### config.mk
export PLATFORM = sky130hd
export DESIGN_NAME = players_commands_conditioner
export DESIGN_NICKNAME = d
export VERILOG_FILES = /design/src/rtl/players_commands_conditioner.sv
export SDC_FILE = /design/constraint.sdc
export NUM_CORES = 1
export LEC_CHECK = 0
export ABC_CLOCK_PERIOD_IN_PS = 3840
export BUFFER_PORTS_ARGS = -buffer_cell sky130_fd_sc_hd__buf_2
export CAP_MARGIN = 40
export CORE_ASPECT_RATIO = 1.75
export CORE_MARGIN = 2
export CORE_UTILIZATION = 35
export CTS_BUF_LIST = sky130_fd_sc_hd__clkbuf_4
export DETAILED_ROUTE_END_ITERATION = 6
export PLACE_DENSITY = 0.56
export SETUP_SLACK_MARGIN = 0.3
export SYNTH_ARGS = -nofsm -noshare
export SYNTH_HDL_FRONTEND = slang
export SYNTH_SLANG_ARGS = --single-unit
### constraint.sdc
create_clock -name clk -period 3.84 [get_ports clk]
set_input_delay 0.576 -clock clk [delete_from_list [all_inputs] [get_ports clk]]
set_output_delay 0.576 -clock clk [all_outputs]
set_load 0.1 [all_outputs]
### src/rtl/players_commands_conditioner.sv
// Player push-button conditioner: 2-flop sync, per-channel debounce FSM, registered levels/pulses.
// Define PLAYER_CMD_STUCK_DETECT_EN to add per-channel stuck-button detection.
module players_commands_conditioner #(
  parameter int DEBOUNCE_CLK_COUNT = 500000,
  parameter bit BTN_ACTIVE_LOW     = 1'b1,
  parameter int STUCK_CLK_COUNT    = 500000000
) (
  input  logic       clk,
  input  logic       reset,
  input  logic       btn_raw_red,
  input  logic       btn_raw_blue,
  input  logic       btn_raw_green,
  input  logic       btn_raw_yellow,
  output logic       players_commands_red,
  output logic       players_commands_blue,
  output logic       players_commands_green,
  output logic       players_commands_yellow,
  output logic [3:0] press_pulse,
  output logic       any_press,
  output logic [3:0] stuck
);

  typedef enum logic [2:0] {
    RELEASED,
    PRESS_WAIT,
    PRESSED,
    RELEASE_WAIT,
    STUCK
  } btn_state_e;

  localparam int CNT_W = $clog2(DEBOUNCE_CLK_COUNT + 1);
  localparam logic [CNT_W-1:0] CNT_LAST = CNT_W'(DEBOUNCE_CLK_COUNT - 1);
`ifdef PLAYER_CMD_STUCK_DETECT_EN
  localparam int HOLD_W = $clog2(STUCK_CLK_COUNT + 1);
  localparam logic [HOLD_W-1:0] HOLD_LAST = HOLD_W'(STUCK_CLK_COUNT - 1);
`endif

  logic [3:0] raw;
  logic [3:0] sync1_q, sync2_q;
  logic [3:0] pressed;
  logic [3:0] cmd_d, pulse_d;
  logic [3:0] cmd_q, pulse_q;
  logic       any_press_q;

  assign raw = {btn_raw_yellow, btn_raw_green, btn_raw_blue, btn_raw_red};

  // Synchronisers reset to the released pin level so no press appears out of reset.
  always_ff @(posedge clk or negedge reset) begin
    if (!reset) begin
      sync1_q <= {4{BTN_ACTIVE_LOW}};
      sync2_q <= {4{BTN_ACTIVE_LOW}};
    end else begin
      sync1_q <= raw;
      sync2_q <= sync1_q;
    end
  end

  assign pressed = sync2_q ^ {4{BTN_ACTIVE_LOW}};

`ifdef PLAYER_CMD_STUCK_DETECT_EN
  logic [3:0] stuck_d;
  logic [3:0] stuck_q;
`endif

  for (genvar g = 0; g < 4; g++) begin : g_chan
    btn_state_e       state_q, state_d;
    logic [CNT_W-1:0] cnt_q, cnt_d;
`ifdef PLAYER_CMD_STUCK_DETECT_EN
    logic [HOLD_W-1:0] hold_q, hold_d;
`endif

    always_ff @(posedge clk or negedge reset) begin
      if (!reset) begin
        state_q <= RELEASED;
        cnt_q   <= '0;
`ifdef PLAYER_CMD_STUCK_DETECT_EN
        hold_q  <= '0;
`endif
      end else begin
        state_q <= state_d;
        cnt_q   <= cnt_d;
`ifdef PLAYER_CMD_STUCK_DETECT_EN
        hold_q  <= hold_d;
`endif
      end
    end

    // The FSM exit at CNT_LAST keeps cnt from ever wrapping.
    always_comb begin
      state_d = state_q;
      cnt_d   = cnt_q;
`ifdef PLAYER_CMD_STUCK_DETECT_EN
      hold_d  = hold_q;
`endif
      case (state_q)
        RELEASED: begin
          if (pressed[g]) begin
            state_d = PRESS_WAIT;
            cnt_d   = '0;
          end
        end
        PRESS_WAIT: begin
          if (!pressed[g]) begin
            state_d = RELEASED;
          end else if (cnt_q == CNT_LAST) begin
            state_d = PRESSED;
`ifdef PLAYER_CMD_STUCK_DETECT_EN
            hold_d  = '0;
`endif
          end else begin
            cnt_d = cnt_q + 1'b1;
          end
        end
        PRESSED: begin
`ifdef PLAYER_CMD_STUCK_DETECT_EN
          hold_d = hold_q + 1'b1;
          if (hold_q == HOLD_LAST) begin
            state_d = STUCK;
            cnt_d   = '0;
          end else
`endif
          if (!pressed[g]) begin
            state_d = RELEASE_WAIT;
            cnt_d   = '0;
          end
        end
        RELEASE_WAIT: begin
`ifdef PLAYER_CMD_STUCK_DETECT_EN
          hold_d = hold_q + 1'b1;
          if (hold_q == HOLD_LAST) begin
            state_d = STUCK;
            cnt_d   = '0;
          end else
`endif
          if (pressed[g]) begin
            state_d = PRESSED;
`ifdef PLAYER_CMD_STUCK_DETECT_EN
            hold_d  = '0;
`endif
          end else if (cnt_q == CNT_LAST) begin
            state_d = RELEASED;
          end else begin
            cnt_d = cnt_q + 1'b1;
          end
        end
`ifdef PLAYER_CMD_STUCK_DETECT_EN
        // Leaving STUCK needs an unbroken run of released samples.
        STUCK: begin
          if (pressed[g]) begin
            cnt_d = '0;
          end else if (cnt_q == CNT_LAST) begin
            state_d = RELEASED;
          end else begin
            cnt_d = cnt_q + 1'b1;
          end
        end
`endif
        default: begin
          state_d = RELEASED;
          cnt_d   = '0;
        end
      endcase
    end

    always_comb begin
      cmd_d[g]   = (state_d == PRESSED) || (state_d == RELEASE_WAIT);
      pulse_d[g] = (state_q == PRESS_WAIT) && (state_d == PRESSED);
`ifdef PLAYER_CMD_STUCK_DETECT_EN
      stuck_d[g] = (state_d == STUCK);
`endif
    end
  end

  always_ff @(posedge clk or negedge reset) begin
    if (!reset) begin
      cmd_q       <= '0;
      pulse_q     <= '0;
      any_press_q <= 1'b0;
`ifdef PLAYER_CMD_STUCK_DETECT_EN
      stuck_q     <= '0;
`endif
    end else begin
      cmd_q       <= cmd_d;
      pulse_q     <= pulse_d;
      any_press_q <= |pulse_d;
`ifdef PLAYER_CMD_STUCK_DETECT_EN
      stuck_q     <= stuck_d;
`endif
    end
  end

  assign players_commands_red    = cmd_q[0];
  assign players_commands_blue   = cmd_q[1];
  assign players_commands_green  = cmd_q[2];
  assign players_commands_yellow = cmd_q[3];
  assign press_pulse             = pulse_q;
  assign any_press               = any_press_q;
`ifdef PLAYER_CMD_STUCK_DETECT_EN
  assign stuck = stuck_q;
`else
  assign stuck = 4'b0000;
`endif

endmodule
==> results by group, run 1 <==
Timing
  • RSZ-0062 raised after global routing: no
  • Hold_ws: 0.136 ns
  • Fmax: 444 MHz
  • Final Hold Viols: 0
  • Worst-margin pin slew: 0.737 ns
  • Final setup viols: 0
  • Period utilisation layout: 58.7%
  • Setup TNS: 0 ns
  • Final worst path period need: 2.25 ns
  • Clock Skew: 0.0234 ns
  • Max Slew Vio Count: 0
  • Headroom to the max-slew limit: 50.7%

Pwr
  • Peak supply drop: 0.174 mV
  • Internal power: 1340 µW
  • Logic pwr share: 5.7%
  • PD cells: 315 nW/µm²
  • Net Sw Power: 465 µW
  • Switch share: 25.7%
  • Clock power frac: 30.7%
  • Sequential Power Share: 63.6%
  • Leakage: 0.00234 µW

Layout
  • Final instance area: 5740 µm²
  • Post-layout util: 38.5%
  • Multi-input logic area: 2580 µm²
  • Filler cell count: 1,479
  • Non-Filler Instances: 746
  • Register area: 2640 µm²
  • Layout cells sized above 1: 10.1%
  • Final nets: 567
  • Area grow syn2layout: 6.95%

Clock network
  • Clock latency at the later pin of the worst-skew pair: 0.47 ns
  • Post-CTS sizing: 0
  • Clock slew at reported path FFs: 0.16 ns
  • CTS tree: built
  • Number of hold buffers added after cts: 0
  • Clk buf depth: 2
  • Clock Root Buffer: clkbuf_4
  • CTS Buf Count: 9
  • H-tree depth: 3
  • Setup Fix Bufs, Post-CTS: 0
  • Clock tree sinks: 105

Logic synthesis
  • Post-Syn Instances: 541
  • XOR/XNOR share of the synthesized area: 6.69%
  • Synth top area share: 45.2%
  • Most common library cells after synthesis: 97 x dfrtp_1, 60 x nor2_1, 34 x nand2_1, 30 x nand3_1, 29 x xnor2_1
  • Largest family of logic cells by synthesized area: simple AND/OR/NAND/NOR gates
  • Post-synthesis mux area share: 1.61%
  • Top post-synthesis cells by area: dfrtp_1 45%, xnor2_1 4.7%, nor2_1 4.2%, dfstp_2 3.9%, nand3_1 2.8%
  • Synth Area in Adders: 0.933%
  • Number of synthesized flops with an enable pin: 0
  • Most numerous cell in the Yosys netlist: dfrtp_1
  • Yosys reg bits: 105
  • Simple-Gate Fraction of Synth Area: 25.2%
  • Cell variety after synth: 67
  • Post-synth top flop: dfrtp_1
  • Area leader, netlist: dfrtp_1
  • Cell Area, Synth: 5370 µm²
  • Ys Warns: 0
  • Asr flop ratio synth: 100%
  • Compound-Gate Fraction of Synth Area: 13.0%
  • Post-synthesis sequential area ratio: 49.1%
  • Syn avg cell area: 9.92 µm²

Critical path
  • Buffers plus inverters on the worst setup path: 0
  • Family with the most delay on the worst path: simple AND/OR/NAND/NOR gates
  • Critical path depth: 6
  • CP required: 4.21 ns
  • Slowest stage delay, CP: 0.45 ns
  • Critical Path Source Type: register
  • CP Class: register to register
  • Worst-path cell chain: ha_1 > nand4_1 > or3_1 > or3_1 > o211ai_2 > mux2_1
  • Cell mode on critical path: or3_1
  • Worst Path Arrival: 2.63 ns
  • CP max-delay cell: or3_1
  • Worst setup EP type: register
  • R2R depth: 6
  • Crit Path Max Fanout: 6
  • FF-to-FF setup slack: 1.59 ns

Detailed routing
  • Number of remaining DRC errors: 0
  • WL final: 11,200 µm
  • Drt first pass iters: 4
  • Post-DRT Antenna Nets: 0
  • Vias: 4,088
  • Wirelength per Cell: 15.0 µm
  • Vias per cell: 5.48
  • 1st-iter DRT viols: 186

Placement
  • Inst Count DP: 729
  • HPWL after detailed placement: 8100 µm
  • Post-DP Area: 5610 µm²
  • Port Buffers: 14
  • Final GP Congestion: 0.873

GRT
  • Total track usage: 14.4%
  • Via count of the first global-routing pass: 4,143
  • Global route overflow: 0
  • Initial antenna violation count: 1
  • Largest net degree at the start of global routing: 57
  • Global-route wire length before repair: 19,600 µm

Floorplanning
  • Core area: 14,900 µm²
  • Ports: 19
  • Full die area: 16,400 µm²
  • Starting Density: 36.0%
  • Die H: 168 µm
  • Rows: 59
  • Die W: 97.6 µm

Min path
  • Worst Hold Class: input pin to asynchronous set/reset pin

Flow run
  • Maxcap violations: 0

Outcome
  • Status: complete, no violations
per-layer routing:
layer,vias to the layer above,wire [µm],GRT usage [%]
met5,-,0,0
met4,0,258,5.98
met3,18,287,2.53
met2,57,5850,25.2
met1,2010,4770,17.3
li1,2003,-,-
registers in the layout, indices dropped and copies added, names as in the netlist:
signal	flops
g_chan.state_q	12
cmd_q	4
sync1_q	4
press_pulse	4
any_press	1
sync2_q	4
g_chan.cnt_q	76
worst paths after layout:
check | start | end
worst max-delay path | g_chan[3].cnt_q[1]$_DFFE_PN0P_ | g_chan[3].cnt_q[11]$_DFFE_PN0P_
max in group asynchronous | reset | sync1_q[3]$_DFF_PN1_
worst max register to register | g_chan[3].cnt_q[1]$_DFFE_PN0P_ | g_chan[3].cnt_q[11]$_DFFE_PN0P_
worst min-delay path | reset | g_chan[1].cnt_q[4]$_DFFE_PN0P_
min in group clk | btn_raw_blue | sync1_q[1]$_DFF_PN1_
worst min register to register | sync1_q[3]$_DFF_PN1_ | sync2_q[3]$_DFF_PN1_
power groups by stage:
stage / combinational (µW) / sequential (µW) / clock (µW)
6_report: 103 / 1150 / 556
5_1_grt: 117 / 1150 / 634
4_1_cts: 107 / 1150 / 589
3_5_place_dp: 107 / 1170 / 0
3_3_place_gp: 104 / 1170 / 0
2_1_floorplan: 71.6 / 1160 / 0
layout by cell type, fill, tap and decap left out, types with 15 or more instances in the layout:
cell     Yosys  routed
dfrtp_1     97      97
nor2_1      60      60
nand2_1     34      34
nand3_1     30      30
xnor2_1     29      29
a21oi_1     22      22
o21ai_0     22      22
nand4_1     17      17
inv_1       16      16
or3_1       15      15
kinds of logic (layout without fill, tap and decap cells):
kind of cell    after synthesis  after routing
compound gates              105            105
xor+xnor                     41             41
fa+ha+maj                     4              4
buf+inv                      36             50
flops                       105            105
mux                           8              8
other cells                   1              9
simple gates                241            241
metrics by stage:
step,power [µW],worst slack [ns]
after floorplan,1230,1.79
after global placement,1270,1.65
after detailed placement,1280,1.60
after CTS,1850,1.59
after global routing,1900,1.46
final,1810,1.59
layout make-up:
type                       count  share of cell area, %
clock buffer                   9                   1.18
tap                          183                   3.99
timing repair buffer          18                   1.79
sequential                   105                   46.0
antenna                        1                 0.0436
inverter                      16                   1.05
clock inverter                 7                   1.07
multi-input combinational    407                   44.9
Power figures use the tool's default switching activity.
==> run 2: changes to the inputs <==
- ABC_AREA: unset -> 1
- ABC_CLOCK_PERIOD_IN_PS: 3840 -> 1980
- PLACE_DENSITY: 0.56 -> 0.58
- clock period: 3.84 -> 1.98 ns (I/O delays scaled with it)
==> run 2 against run 1 <==
Clock-buffer cell count stayed put. Clock power up 110%. Non-clock buffer count up 47. Critical endpoint is now g_chan[2].cnt_q[4]$_DFFE_PN0P_.
==> results by group, run 2 <==
Outcome
  • Status: complete, no violations

Floorplanning
  • Full die area: 19,600 µm²
  • Core area: 18,100 µm²
  • Ports: 19
  • Die H: 184 µm
  • Die W: 107 µm
  • Rows: 65
  • Starting Density: 35.9%

Clock network
  • Clk buf depth: 2
  • H-tree depth: 3
  • Clock tree sinks: 105
  • Clock latency at the later pin of the worst-skew pair: 0.49 ns
  • Clock Root Buffer: clkbuf_4
  • CTS Buf Count: 9
  • Clock slew at reported path FFs: 0.18 ns
  • CTS tree: built

Timing
  • Clock Skew: 0.0183 ns
  • Period utilisation layout: 83.1%
  • Final setup viols: 0
  • RSZ-0062 raised after global routing: yes
  • Hold_ws: 0.250 ns
  • Final Hold Viols: 0
  • Fmax: 608 MHz
  • Max Slew Vio Count: 0
  • Final worst path period need: 1.65 ns
  • Setup TNS: 0 ns

Logic synthesis
  • Post-Syn Instances: 914
  • Asr flop ratio synth: 100%
  • Yosys reg bits: 105
  • Syn avg cell area: 7.08 µm²
  • Cell variety after synth: 35
  • Area leader, netlist: dfrtp_1
  • Synth top area share: 37.5%
  • Post-synth top flop: dfrtp_1
  • Top post-synthesis cells by area: dfrtp_1 37%, nand2_1 18%, nor2_1 8.7%, nand3_1 6.0%, xor2_1 4.3%
  • Cell Area, Synth: 6470 µm²
  • Number of synthesized flops with an enable pin: 0
  • Most common library cells after synthesis: 313 x nand2_1, 150 x nor2_1, 97 x dfrtp_1, 77 x nand3_1, 73 x inv_1
  • Ys Warns: 0
  • Post-synthesis sequential area ratio: 40.7%
  • Most numerous cell in the Yosys netlist: nand2_1

Placement
  • Inst Count DP: 1,177
  • Port Buffers: 14
  • Final GP Congestion: 0.962
  • HPWL after detailed placement: 11,600 µm

GRT
  • Total track usage: 17.0%
  • Largest net degree at the start of global routing: 48
  • Global-route wire length before repair: 26,800 µm
  • Via count of the first global-routing pass: 5,747
  • Initial antenna violation count: 1
  • Global route overflow: 0

Pwr
  • Total power: 3650 µW
  • PD cells: 487 nW/µm²
  • Leakage: 0.00310 µW
  • Peak supply drop: 0.211 mV

Layout
  • Final nets: 994
  • Max FFs per register: 76
  • Largest regs: g_chan.cnt_q: 76 flops, g_chan.state_q: 12 flops
  • Non-Filler Instances: 1,224
  • Post-layout util: 41.5%
  • Layout cells sized above 1: 15.9%
  • Most frequent cells in the layout: 310 x nand2_1, 146 x nor2_1, 90 x dfrtp_1, 75 x nand3_1, 71 x inv_1
  • Area grow syn2layout: 15.6%
  • Reg with most FFs: g_chan.cnt_q
  • Most common cell after layout, fill and taps aside: nand2_1
  • Filler cell count: 1,962

Critical path
  • FF-to-FF Start: g_chan[2].cnt_q[1]$_DFFE_PN0P_
  • Crit Path Max Fanout: 6
  • CP Class: register to register
  • CP required: 2.38 ns
  • Worst setup EP type: register
  • FF-to-FF setup slack: 0.33 ns
  • Worst Path Arrival: 2.05 ns
  • Critical Path Source Type: register
  • Worst Setup SP: g_chan[2].cnt_q[1]$_DFFE_PN0P_

Detailed routing
  • Number of remaining DRC errors: 0
  • Drt first pass iters: 5
  • Wirelength per Cell: 13.4 µm
  • Post-DRT Antenna Nets: 0
  • Vias: 5,923
  • 1st-iter DRT viols: 210
  • WL final: 16,400 µm
  • Vias per cell: 4.84

Flow run
  • Maxcap violations: 0

Min path
  • Worst Hold Class: input pin to asynchronous set/reset pin
## run 2: changes by cell type after synthesis, moves of 16 or more
| cell | change |
|---|---|
| a21oi_1 | -16 |
| nand2_1 | +279 |
| nor2_1 | +90 |
| inv_1 | +57 |
| xnor2_1 | -27 |
| xor2_1 | +20 |
| nand3_1 | +47 |
## run 2: cells by family (layout without fill, tap and decap cells)
kind of cell	count (synthesis)	after routing	share of synthesized area [%]
buffers and inverters	96	158	6.98
other	1	9	0.0579
XOR/XNOR	34	34	4.60
AND/OR/NAND/NOR	594	600	39.0
adder cells (fa/ha/maj)	4	4	0.773
flip-flops	105	105	40.7
AO/OA/AOI/OAI	80	80	7.83
## run 2: path summary, 6_finish.rpt
path                       cells after the start                        endpoint
min in group clk                               0            sync2_q[0]$_DFF_PN1_
max in group asynchronous                      3            sync1_q[1]$_DFF_PN1_
min reg2reg                                    0            sync2_q[0]$_DFF_PN1_
max reg2reg                                    8  g_chan[2].cnt_q[4]$_DFFE_PN0P_
max                                            8  g_chan[2].cnt_q[4]$_DFFE_PN0P_
min                                            2  g_chan[2].cnt_q[2]$_DFFE_PN0P_
## run 2: critical path, cell delays in order (launching register included)
cell and delay (ns):
dfrtp_1 0.41, ha_2 0.20, inv_2 0.04, nor2_4 0.10, nand3_2 0.11, nor2_4 0.28
nand2_8 0.14, nand2_4 0.18, o21ai_2 0.07
## run 2: per-stage QoR
stage               setup WS [ns]  area (µm²)
floorplan                   0.354        6500
global placement           0.0808        6910
detailed placement         0.0754        6920
CTS                         0.303        7150
global route                0.257        7490
finish                      0.335        7490
## run 2: layout make-up
class	count	area, µm²	area share [%]
Clock buffer	9	67.6	0.903
Inverter	77	292	3.89
Sequential cell	105	2650	35.4
Timing Repair Buffer	65	513	6.85
Clock inverter	7	71.3	0.953
Multi-Input combinational cell	726	3600	48.1
Antenna cell	1	2.50	0.0334
Tap cell	234	293	3.91
## run 2: routing by layer
metal | wire length [µm] | global-route usage, %
met5 | 0 | 0
met4 | 420 | 6.44
met3 | 419 | 2.23
met2 | 9090 | 33.0
met1 | 6470 | 18.2
## run 2: report_power, final
group / switching, µW / internal, µW / leakage, µW
Sequential: 19.7 / 2180 / 0.00141
Clock: 786 / 383 / 0.0000696
Combinational: 207 / 75.8 / 0.00162
## run 2: what timing repair did
action,CTS,global route
gates cloned,0,8
endpoints found under the setup margin,45,84
buffers inserted,2,15
resized for setup,5,45
endpoints found under the hold margin,30,0
hold buffers,5,0
pin swaps,1,14
